[src/rtl/dual_port_ram_pipe.sv]
// rtl/dual_port_ram_pipe.sv - dual-port RAM with post-reset clear, pipelined read and collision policy
module dual_port_ram_pipe #(
  parameter int DATA_W    = 8,
  parameter int ADDR_W    = 4,
  parameter int DEPTH     = 16,
  parameter int RD_LAT    = 1,
  parameter int COLL_MODE = 0
) (
  input  logic              clk,
  input  logic              rst,
  input  logic              wr_enb,
  input  logic [ADDR_W-1:0] wr_addr,
  input  logic [DATA_W-1:0] wr_data,
  input  logic              rd_enb,
  input  logic [ADDR_W-1:0] rd_addr,
  output logic [DATA_W-1:0] rd_data,
  output logic              rd_valid,
  output logic              rd_err,
  output logic              wr_err,
  output logic              coll,
  output logic              init_done
);

  localparam logic [ADDR_W-1:0] LAST_ADDR = ADDR_W'(DEPTH - 1);
  localparam logic [ADDR_W:0]   DEPTH_C   = (ADDR_W + 1)'(DEPTH);

  typedef enum logic {S_INIT, S_RUN} state_t;

  state_t            state_q, state_d;
  logic [ADDR_W-1:0] ptr_q, ptr_d;
  logic              init_active, run_active;

  logic [DATA_W-1:0] mem_q [DEPTH];

  logic              wr_in, rd_in, wr_acc, rd_acc, same_addr;
  logic [DATA_W-1:0] rd_word;

  logic              s1_valid_q, s1_err_q, wr_err_q, coll_q;
  logic [DATA_W-1:0] s1_data_q;

  always_ff @(posedge clk or posedge rst) begin
    if (rst) begin
      state_q <= S_INIT;
      ptr_q   <= '0;
    end else begin
      state_q <= state_d;
      ptr_q   <= ptr_d;
    end
  end

  // The clear pointer walks 0..DEPTH-1 once; RUN is left only through rst.
  always_comb begin
    state_d = state_q;
    ptr_d   = ptr_q;
    case (state_q)
      S_INIT: begin
        if (ptr_q == LAST_ADDR) begin
          state_d = S_RUN;
          ptr_d   = '0;
        end else begin
          ptr_d = ptr_q + 1'b1;
        end
      end
      S_RUN:   state_d = S_RUN;
      default: state_d = S_INIT;
    endcase
  end

  always_comb begin
    init_active = 1'b0;
    run_active  = 1'b0;
    case (state_q)
      S_INIT:  init_active = 1'b1;
      S_RUN:   run_active  = 1'b1;
      default: init_active = 1'b1;
    endcase
  end

  assign init_done = run_active;

  assign wr_in     = {1'b0, wr_addr} < DEPTH_C;
  assign rd_in     = {1'b0, rd_addr} < DEPTH_C;
  assign wr_acc    = run_active && wr_enb;
  assign rd_acc    = run_active && rd_enb;
  assign same_addr = (wr_addr == rd_addr);

  always_ff @(posedge clk) begin
    if (init_active) begin
      mem_q[ptr_q] <= '0;
    end else if (wr_acc && wr_in) begin
      mem_q[wr_addr] <= wr_data;
    end
  end

  // Read-new bypasses the write port; read-old sees the array before this edge's write.
  always_comb begin
    rd_word = '0;
    if (rd_in) begin
      if (COLL_MODE == 1 && wr_acc && same_addr) rd_word = wr_data;
      else                                       rd_word = mem_q[rd_addr];
    end
  end

  always_ff @(posedge clk or posedge rst) begin
    if (rst) begin
      s1_valid_q <= 1'b0;
      s1_err_q   <= 1'b0;
      s1_data_q  <= '0;
      wr_err_q   <= 1'b0;
      coll_q     <= 1'b0;
    end else begin
      s1_valid_q <= rd_acc;
      s1_err_q   <= rd_acc && !rd_in;
      if (rd_acc) s1_data_q <= rd_word;
      wr_err_q   <= wr_acc && !wr_in;
      coll_q     <= rd_acc && wr_acc && rd_in && same_addr;
    end
  end

  assign wr_err = wr_err_q;
  assign coll   = coll_q;

  if (RD_LAT == 2) begin : g_lat2
    logic              s2_valid_q, s2_err_q;
    logic [DATA_W-1:0] s2_data_q;

    always_ff @(posedge clk or posedge rst) begin
      if (rst) begin
        s2_valid_q <= 1'b0;
        s2_err_q   <= 1'b0;
        s2_data_q  <= '0;
      end else begin
        s2_valid_q <= s1_valid_q;
        s2_err_q   <= s1_err_q;
        if (s1_valid_q) s2_data_q <= s1_data_q;
      end
    end

    assign rd_valid = s2_valid_q;
    assign rd_err   = s2_err_q;
    assign rd_data  = s2_data_q;
  end else begin : g_lat1
    assign rd_valid = s1_valid_q;
    assign rd_err   = s1_err_q;
    assign rd_data  = s1_data_q;
  end

endmodule

[config.mk]
export PLATFORM = sky130hd
export DESIGN_NAME = dual_port_ram_pipe
export DESIGN_NICKNAME = d
export VERILOG_FILES = /design/src/rtl/dual_port_ram_pipe.sv
export SDC_FILE = /design/constraint.sdc
export NUM_CORES = 1
export LEC_CHECK = 0
export CORE_UTILIZATION = 30
export CTS_CLUSTER_DIAMETER = 120
export DETAILED_ROUTE_END_ITERATION = 8
export GPL_TIMING_DRIVEN = 0
export PLACE_DENSITY = 0.5
export SLEW_MARGIN = 20
export SYNTH_ARGS = -nofsm -noshare
export SYNTH_HDL_FRONTEND = slang
export SYNTH_SLANG_ARGS = --single-unit
[constraint.sdc]
create_clock -name clk -period 3.5 [get_ports clk]
set_input_delay 0.7 -clock clk [delete_from_list [all_inputs] [get_ports clk]]
set_output_delay 0.7 -clock clk [all_outputs]
set_load 0.02 [all_outputs]
==> results.md, run 1 <==
- Setup CP Type: in2reg
- Max_cap viols: 0
- Max-slew headroom: 0.426
- I/O pin cnt: 33
- Worst slack, placed: 0.645 ns
- Cell variety after synth: 37
- Crit path max-delay family: simple AND/OR/NAND/NOR gates
- Slew Viols, Final: 0
- Post-Syn Area per Cell: 15.7 um^2
- DIE AREA: 20100 um^2
- Initial antenna violation count: 0
- Post-DP HPWL: 9150 um
- Final WS setup: 1.08 ns
- CTS max path bufs: 2
- Crit start category: primary input
- Drt first pass iters: 5
- Final WL: 13500 um
- DR DRC count: 0
- Critical Path RT: 3.54 ns
- Final Critical Period: 2.42 ns
- Setup TNS: 0 ns
- Share of cells above drive strength 1: 0.117
- Most common cell after layout, fill and taps aside: edfxtp_1
- FMAX: 414 MHz
- Worst-path cell chain: clkdlybuf4s50_1 -> nand2_1 -> nor3b_1 -> a31oi_1 -> nor2_1
- Max VDD drop: 0.000269 V
- Final hold vios: 0
- Ys flop type: edfxtp_1
- RSZ-0062 raised after global routing: no
- Largest net degree at the start of global routing: 17
- Row cnt: 50
- GRT overflow: 0
- Avg WL per Cell: 19.4 um
- Measured slew at the worst slew-check pin: 0.858 ns
- DR iter-0 viols: 224
- Die X: 142 um
- Number of flops mapped to enable cells by yosys: 128
- Area Overhead vs Synth: 22.6%
- Ys async rst share: 0.105
- Fillers: 1823
- Static Leakage: 2.73 nW
- Worst Path Arrival: 2.46 ns
- Placed cells: 663
- Clk_lat worst skew: 0.41 ns
- Starting Density: 0.310
- Max stage delay on crit path: 0.69 ns
- Antenna diodes: 0
- Total power: 4.26 mW
- H-Tree Depth: 4
- CTS Hold Buffers Added: 0
- Maximum fanout along the worst path: 8
- Post-Syn Area: 5860 um^2
- Status: finished clean
- # port buffers: 29
- Die H: 142 um
- Yosys warning count: 0
- Fin nets: 443
- Sink Count: 143
- Fin cells: 695
- Worst setup EP type: flip-flop
- Most frequent cells in the layout: 128 x edfxtp_1, 64 x mux2i_1, 29 x clkdlybuf4s50_1, 25 x nand2_1, 24 x a22oi_1
- # Post-CTS Setup Buffers: 0
- Final period util: 0.691
- Final Skew: 0.00550 ns
- Vias per cell: 4.69
- TritonCTS buffer count: 17
- Placeable Area: 18900 um^2
- Synth Instances: 373
- Total number of vias: 3259
- HP Class: reg2reg
- Slowest stage cell, crit path: nor2_1
- Core Util, Final: 0.380
- Vias in the first global route: 3307
- Buf+Inv Stages, Crit Path: 1
- Routability congestion estimate: 0.831
- Cts repair resizes: 0
- Worst-path clk slew: 0.06 ns
- Sequential fraction of the synthesis area: 0.720
- Final setup fails: 0
- Root Driver: clkbuf_16
- CTS tree: yes
- Antenna viol nets, final: 0
- Power per cell area: 594 nW/um^2
- Seq cells post-synth: 143
- First-pass GRT wire length: 20500 um
- Tot GR Track Use: 0.147
==> layout make-up <==
cell class	count	area (um^2)	area share
Buffer	19	171	0.0239
Clock buffer	18	439	0.0612
Clock inverter	14	263	0.0366
Inverter	4	15.0	0.00209
Multi-Input combinational cell	208	1460	0.203
Sequential cell	143	4220	0.588
Tap cell	260	325	0.0453
Timing Repair Buffer	29	290	0.0404
==> sequential cells by signal (all words and copies together), names as in the netlist <==
signal and count:
rd_data 8, state_q 1, rd_valid 1, ptr_q 4, coll 1, mem_q 128
==> layer usage <==
metal	track usage	wire length [um]	up-vias
li1	-	-	1534
met1	0.199	6300	1611
met2	0.225	6260	100
met3	0.0364	658	14
met4	0.0594	272	0
met5	0	0	-
==> where the power goes <==
group          internal, mW  switching (mW)  leakage [nW]
Sequential             1.88          0.0103          1.51
Combinational         0.103           0.161         0.895
Clock                  1.43           0.678         0.328
Total                  3.41           0.849          2.73
==> cell families (layout without fill, tap and decap cells) <==
family,Yosys count,count (layout),share of synthesized area
DFF,143,143,0.720
muxes,65,65,0.111
and+or+nand+nor,94,94,0.0775
adders and majority gates,1,1,0.00214
other,1,2,0.000640
xor gates and xnor gates,5,5,0.00748
buffers and inverters,23,84,0.0318
AOI/OAI and AO/OA,41,41,0.0489
==> synthesized netlist by cell type (2+ instances only) <==
| library cell | instances | area [um^2] |
|---|---|---|
| nand4_1 | 5 | 31.3 |
| xor2_1 | 3 | 26.3 |
| nor2_1 | 20 | 75.1 |
| nand2b_1 | 2 | 12.5 |
| dfrtp_1 | 15 | 375 |
| nor2b_1 | 4 | 25.0 |
| buf_4 | 5 | 37.5 |
| nor3_1 | 2 | 10.0 |
| buf_6 | 3 | 33.8 |
| a22oi_1 | 24 | 180 |
| a21oi_1 | 6 | 30.0 |
| o21ai_1 | 2 | 10.0 |
| clkbuf_1 | 2 | 7.51 |
| edfxtp_1 | 128 | 3840 |
| and3_1 | 9 | 56.3 |
| mux2i_1 | 64 | 641 |
| inv_1 | 4 | 15.0 |
| buf_8 | 3 | 45.0 |
| xnor2_1 | 2 | 17.5 |
| nor3b_1 | 2 | 15.0 |
| nand3_1 | 21 | 105 |
| nand2_1 | 25 | 93.8 |
| a31oi_1 | 5 | 31.3 |
| buf_2 | 4 | 20.0 |
==> final timing paths <==
kind                                  from          end  slack [ns]  cells past startpoint
worst max-delay path                wr_enb  mem_q[6][4]        1.08                      5
worst min-delay path            rd_data[6]   rd_data[6]        0.49                      2
worst max register to register     state_q  mem_q[6][4]        1.40                      4
worst min register to register  rd_data[6]   rd_data[6]        0.49                      2
max in group asynchronous              rst   rd_data[2]        2.42                      2
min in group asynchronous              rst         coll        0.66                      2
==> through the flow <==
stage | hold slack (ns) | instance area (um^2)
floorplan | 0.525 | 5860
global placement | 0.475 | 6480
detailed placement | 0.480 | 6480
CTS | 0.492 | 7180
global route | 0.524 | 7180
finish | 0.487 | 7180
==> worst register-to-register path, cell delays in order, from the launching register on <==
cell and delay [ns]:
dfrtp_1 0.46, nand2_1 0.21, nor3b_1 0.23, a31oi_1 0.14
nor2_1 0.69
Note: power is estimated with default switching activity, not from simulation.
==> run 2, diff against run 1 <==
- clock period: 3.5 -> 2.31 ns (I/O delays scaled with it)
==> run 2 against run 1 <==
  * Clock skew is 0.00054 ns lower
  * Routed wire length about the same
  * Register-to-register slack got worse by 1.2 ns
  * Die area did not move
==> results.md, run 2 (synthesis results as in run 1) <==
- GRT overflow: 0
- Fillers: 1824
- Antenna diodes: 0
- Avg WL per Cell: 19.4 um
- # port buffers: 29
- Largest net degree at the start of global routing: 17
- H-Tree Depth: 4
- Max VDD drop: 0.000415 V
- Beginning of the worst register-to-register path: state_q
- Placeable Area: 18900 um^2
- Metal2 WL: 6230 um
- Multi-input logic area: 1460 um^2
- Worst slack, placed: -0.307 ns
- Crit start category: primary input
- Die X: 142 um
- Fin nets: 443
- CTS tree: yes
- FMAX: 460 MHz
- Drt first pass iters: 5
- Max stage delay on crit path: 0.68 ns
- Fin area: 7180 um^2
- Maximum fanout along the worst path: 8
- Status: finished clean
- TritonCTS buffer count: 17
- Final Skew: 0.00496 ns
- Max layer used: met4
- CTS Hold Buffers Added: 0
- Final WS setup: 0.138 ns
- Most frequent cells in the layout: 128 x edfxtp_1, 64 x mux2i_1, 29 x clkdlybuf4s50_1, 25 x nand2_1, 24 x a22oi_1
- Met1 Wirelength: 6220 um
- Critical path origin: wr_enb
- Worst-path clk slew: 0.06 ns
- HP Class: in2async
- Final WL: 13500 um
- Detail Route met3 WL: 741 um
- Slowest stage cell, crit path: nor2_1
- DR iter-0 viols: 217
- Routability congestion estimate: 0.831
- Tot GR Track Use: 0.147
- Max_cap viols: 0
- Final Critical Period: 2.17 ns
- RSZ-0062 raised after global routing: yes
- Vias in the first global route: 3307
- Final hold vios: 0
- Die H: 142 um
- Largest Register: mem_q
- Row cnt: 50
- I/O pin cnt: 33
- Measured slew at the worst slew-check pin: 0.840 ns
- Power per cell area: 900 nW/um^2
- Antenna viol nets, final: 0
- Total number of vias: 3269
- Setup CP Type: in2reg
- DR DRC count: 0
- Critical Path RT: 2.35 ns
- Placed cells: 663
- Starting Density: 0.310
- Final period util: 0.940
- Static Leakage: 2.73 nW
- Worst setup EP type: flip-flop
- CTS max path bufs: 2
- Buf+Inv Stages, Crit Path: 1
- Worst-path cell chain: clkdlybuf4s50_1 -> nand2_1 -> nor3b_1 -> a31oi_1 -> nor2_1
- Max-slew headroom: 0.438
- FF+latch area: 4220 um^2
- Slew Viols, Final: 0
- Fin cells: 695
- Root Driver: clkbuf_16
- Area Overhead vs Synth: 22.6%
- Max reg flops: 128
- DIE AREA: 20100 um^2
- Clk_lat worst skew: 0.42 ns
- Vias per cell: 4.70
- Sink Count: 143
- First-pass GRT wire length: 20500 um
- Final setup fails: 0
- Post-DP HPWL: 9150 um
- Worst Path Arrival: 2.22 ns
- Share of cells above drive strength 1: 0.122
- Core Util, Final: 0.380
- Crit path max-delay family: simple AND/OR/NAND/NOR gates
- Most common cell after layout, fill and taps aside: edfxtp_1
- Area after DPL: 6480 um^2
- Initial antenna violation count: 0
run 2: cell types whose count changed in the layout (fill, tap and decap cells not counted):
cell,change
nor2_1,-2
nor2_2,+2
run 2: path summary, 6_finish.rpt:
path                       cells past startpoint  slack (ns)          end
min reg2reg                                    2        0.49   rd_data[6]
max in group asynchronous                      2        1.47   rd_data[7]
min                                            2        0.42         coll
max                                            5        0.14  mem_q[1][7]
min in group clk                               2        0.49   rd_data[6]
max reg2reg                                    4        0.20  mem_q[1][7]
run 2: timing repair:
| action | 4_1_cts | 5_1_grt |
|---|---|---|
| buffers inserted | 0 | 0 |
| gates resized for setup | 0 | 2 |
| endpoints found under the setup margin | 0 | 29 |
run 2: worst reg2reg max path, delay by kind of cell (launching register included):
kind             cells  cell delay (ns)
AND/OR/NAND/NOR      3             1.12
flip-flops           1             0.47
AO/OA/AOI/OAI        1             0.15
run 2: report_power, final:
group	total, mW	switching [mW]	internal [mW]
clock network	3.20	1.04	2.16
logic	0.401	0.244	0.157
registers	2.87	0.0161	2.85
total	6.47	1.30	5.17
run 2: per-stage QoR:
stage / hold slack, ns / total power [mW] / TNS (ns)
after floorplan: 0.363 / 3.14 / 0
after global placement: 0.475 / 3.32 / -24.75
after detailed placement: 0.480 / 3.33 / -28.93
after CTS: 0.441 / 6.50 / 0
after global routing: 0.483 / 6.65 / -0.423
final: 0.421 / 6.47 / 0
run 2: layout make-up:
type                            instances  area share
Clock buffer                           18      0.0611
Sequential cell                       143       0.587
Multi-Input combinational cell        208       0.203
Timing Repair Buffer                   29      0.0404
Buffer                                 19      0.0239
Clock inverter                         14      0.0366
Tap cell                              260      0.0453
Inverter                                4     0.00209
run 2: layer usage:
layer,vias up,track usage
met1,1608,0.199
met4,0,0.0594
met2,109,0.225
met5,-,0
li1,1536,-
met3,16,0.0364
==> variant, RTL diff (flow settings as in run 2) <==
Register the input `wr_data` before use, cleared by the reset. The logic sees it one clock later. The other inputs are not delayed to match.
--- a/src/rtl/dual_port_ram_pipe.sv
+++ b/src/rtl/dual_port_ram_pipe.sv
@@ -26,4 +26,14 @@
 
   typedef enum logic {S_INIT, S_RUN} state_t;
+
+  logic [DATA_W-1:0] wr_data_q;
+
+  always_ff @(posedge clk or posedge rst) begin
+    if (rst) begin
+      wr_data_q <= '0;
+    end else begin
+      wr_data_q <= wr_data;
+    end
+  end
 
   state_t            state_q, state_d;
@@ -89,5 +99,5 @@
       mem_q[ptr_q] <= '0;
     end else if (wr_acc && wr_in) begin
-      mem_q[wr_addr] <= wr_data;
+      mem_q[wr_addr] <= wr_data_q;
     end
   end
@@ -97,5 +107,5 @@
     rd_word = '0;
     if (rd_in) begin
-      if (COLL_MODE == 1 && wr_acc && same_addr) rd_word = wr_data;
+      if (COLL_MODE == 1 && wr_acc && same_addr) rd_word = wr_data_q;
       else                                       rd_word = mem_q[rd_addr];
     end
Check against the original RTL: same outputs for any inputs over 10 cycles, from zero or initial values and one cycle with rst high; that may be too few to reach the edited logic, so the function may still have changed.
==> variant against run 2 <==
Global-route usage increased by 0.25 points. Synthesized area increased by 3.4%. Final cell count increased by 1.9%. Design area increased by 1.5%. Fmax decreased by 2.2%. Combinational power increased by 1%. Routed wire length increased by 5.5%. Sequential power increased by 5%. Power decreased by 3.8%. Sequential cell count increased by 8. Critical path depth unchanged. Worst setup slack got worse by 0.050 ns. Largest power group is now sequential cells. Highest routed layer unchanged.
==> variant: results (changes against run 2) <==
place:
  gp_congestion: 0.780  # was 0.831
  dp_hpwl_microns: 9670  # was 9150 microns
  placed_cell_area_sq_um: 6680  # was 6480 sq um
  dp_cells: 676  # was 663
logic_synthesis:
  synth_compound_area_share_pct: 4.40  # was 4.89%
  netlist_top_cells_count: "edfxtp_1, mux2i_1, nand2_1, a22oi_1, dfrtp_1"  # was edfxtp_1, mux2i_1, nand2_1, a22oi_1, nand3_1
  ys_seq_area_share_pct: 73.0  # was 72.0%
  synth-adder-area-share_pct: 0.207  # was 0.214%
  synth_xor_area_share_pct: 0.723  # was 0.748%
  yosys-top-cells-area: "edfxtp_1, mux2i_1, dfrtp_1"  # unchanged
  syn_area_per_cell_sq_um: 15.9  # was 15.7 sq um
setup_path:
  arrival_ns: 2.26  # was 2.22 ns
  regToRegSetupSlack_ns: 0.23  # was 0.20 ns
  worst_r2r_endpoint: "mem_q[2][7]$_DFFE_PP_"  # was mem_q[1][7]$_DFFE_PP_
timing:
  finClkSkew_ns: 0.00548  # was 0.00496 ns
  relSlewSlack_pct: 35.2  # was 43.8%
  hold_ws_ns: 0.456  # was 0.421 ns
global_route:
  grtUsageMet3_pct: 3.11  # was 3.64%
  grt_max_degree: 24  # was 17
  track_usage_pct: 14.9  # was 14.7%
  use_met2_pct: 23.4  # was 22.5%
  grt_pass1_vias: 3436  # was 3307
final_layout:
  layout-drive-gt1-share_pct: 12.6  # was 12.2%
  layoutNonFillerInstCount: 708  # was 695
detailed_routing:
  num_vias: 3354  # was 3269
  first_pass_iters: 4  # was 5
power:
  p_leak_nw: 2.79  # was 2.73 nW
status:
  status: "completed"  # unchanged
==> variant: changes by cell type after synthesis, moves of 2 or more <==
cell / before / now
a21oi_1: 6 / 2
buf_6: 3 / 6
buf_8: 3 / 1
dfrtp_1: 15 / 23
nand2_1: 25 / 29
nand3_1: 21 / 16
nand4_1: 5 / 9
o21ai_0: 0 / 2
o21ai_1: 2 / 0
==> variant: worst max path at each step <==
stage	from	to	slack, ns	cells past startpoint
floorplan	state_q$_DFF_PP0_	mem_q[2][0]$_DFFE_PP_	0.55	4
global placement	wr_enb	mem_q[11][1]$_DFFE_PP_	-0.36	4
detailed placement	wr_enb	mem_q[13][0]$_DFFE_PP_	-0.39	5
CTS	wr_enb	mem_q[13][4]$_DFFE_PP_	0.05	5
global route	wr_enb	mem_q[11][1]$_DFFE_PP_	-0.02	4
finish	wr_enb	mem_q[2][7]$_DFFE_PP_	0.09	5
==> variant: where the power goes <==
part	total [mW]	internal [mW]	switching, mW
Clock	2.80	1.79	1.01
Sequential	3.02	3.00	0.0170
Combinational	0.405	0.156	0.249
==> variant: layout make-up <==
class	count	share of cell area [%]
plain buffers	20	2.37
clock buffers	20	5.99
clock inverters	12	2.18
inverters	4	0.206
multi-input cells	207	20.1
flip-flops and latches	151	60.6
well taps	265	4.55
repair buffers	29	3.98
==> variant: layer usage <==
| metal | part of all wire [%] | vias to the layer above | wire length (microns) |
|---|---|---|---|
| met2 | 47 | 110 | 6640 |
| met5 | 0 | - | 0 |
| li1 | - | 1553 | - |
| met3 | 6.0 | 20 | 860 |
| met1 | 45 | 1671 | 6350 |
| met4 | 2.6 | 0 | 372 |
==> variant: repair_timing <==
| action | in CTS | in global routing |
|---|---|---|
| gates resized for setup | 0 | 5 |
| setup endpoints to repair | 0 | 30 |
| buffers inserted | 0 | 0 |
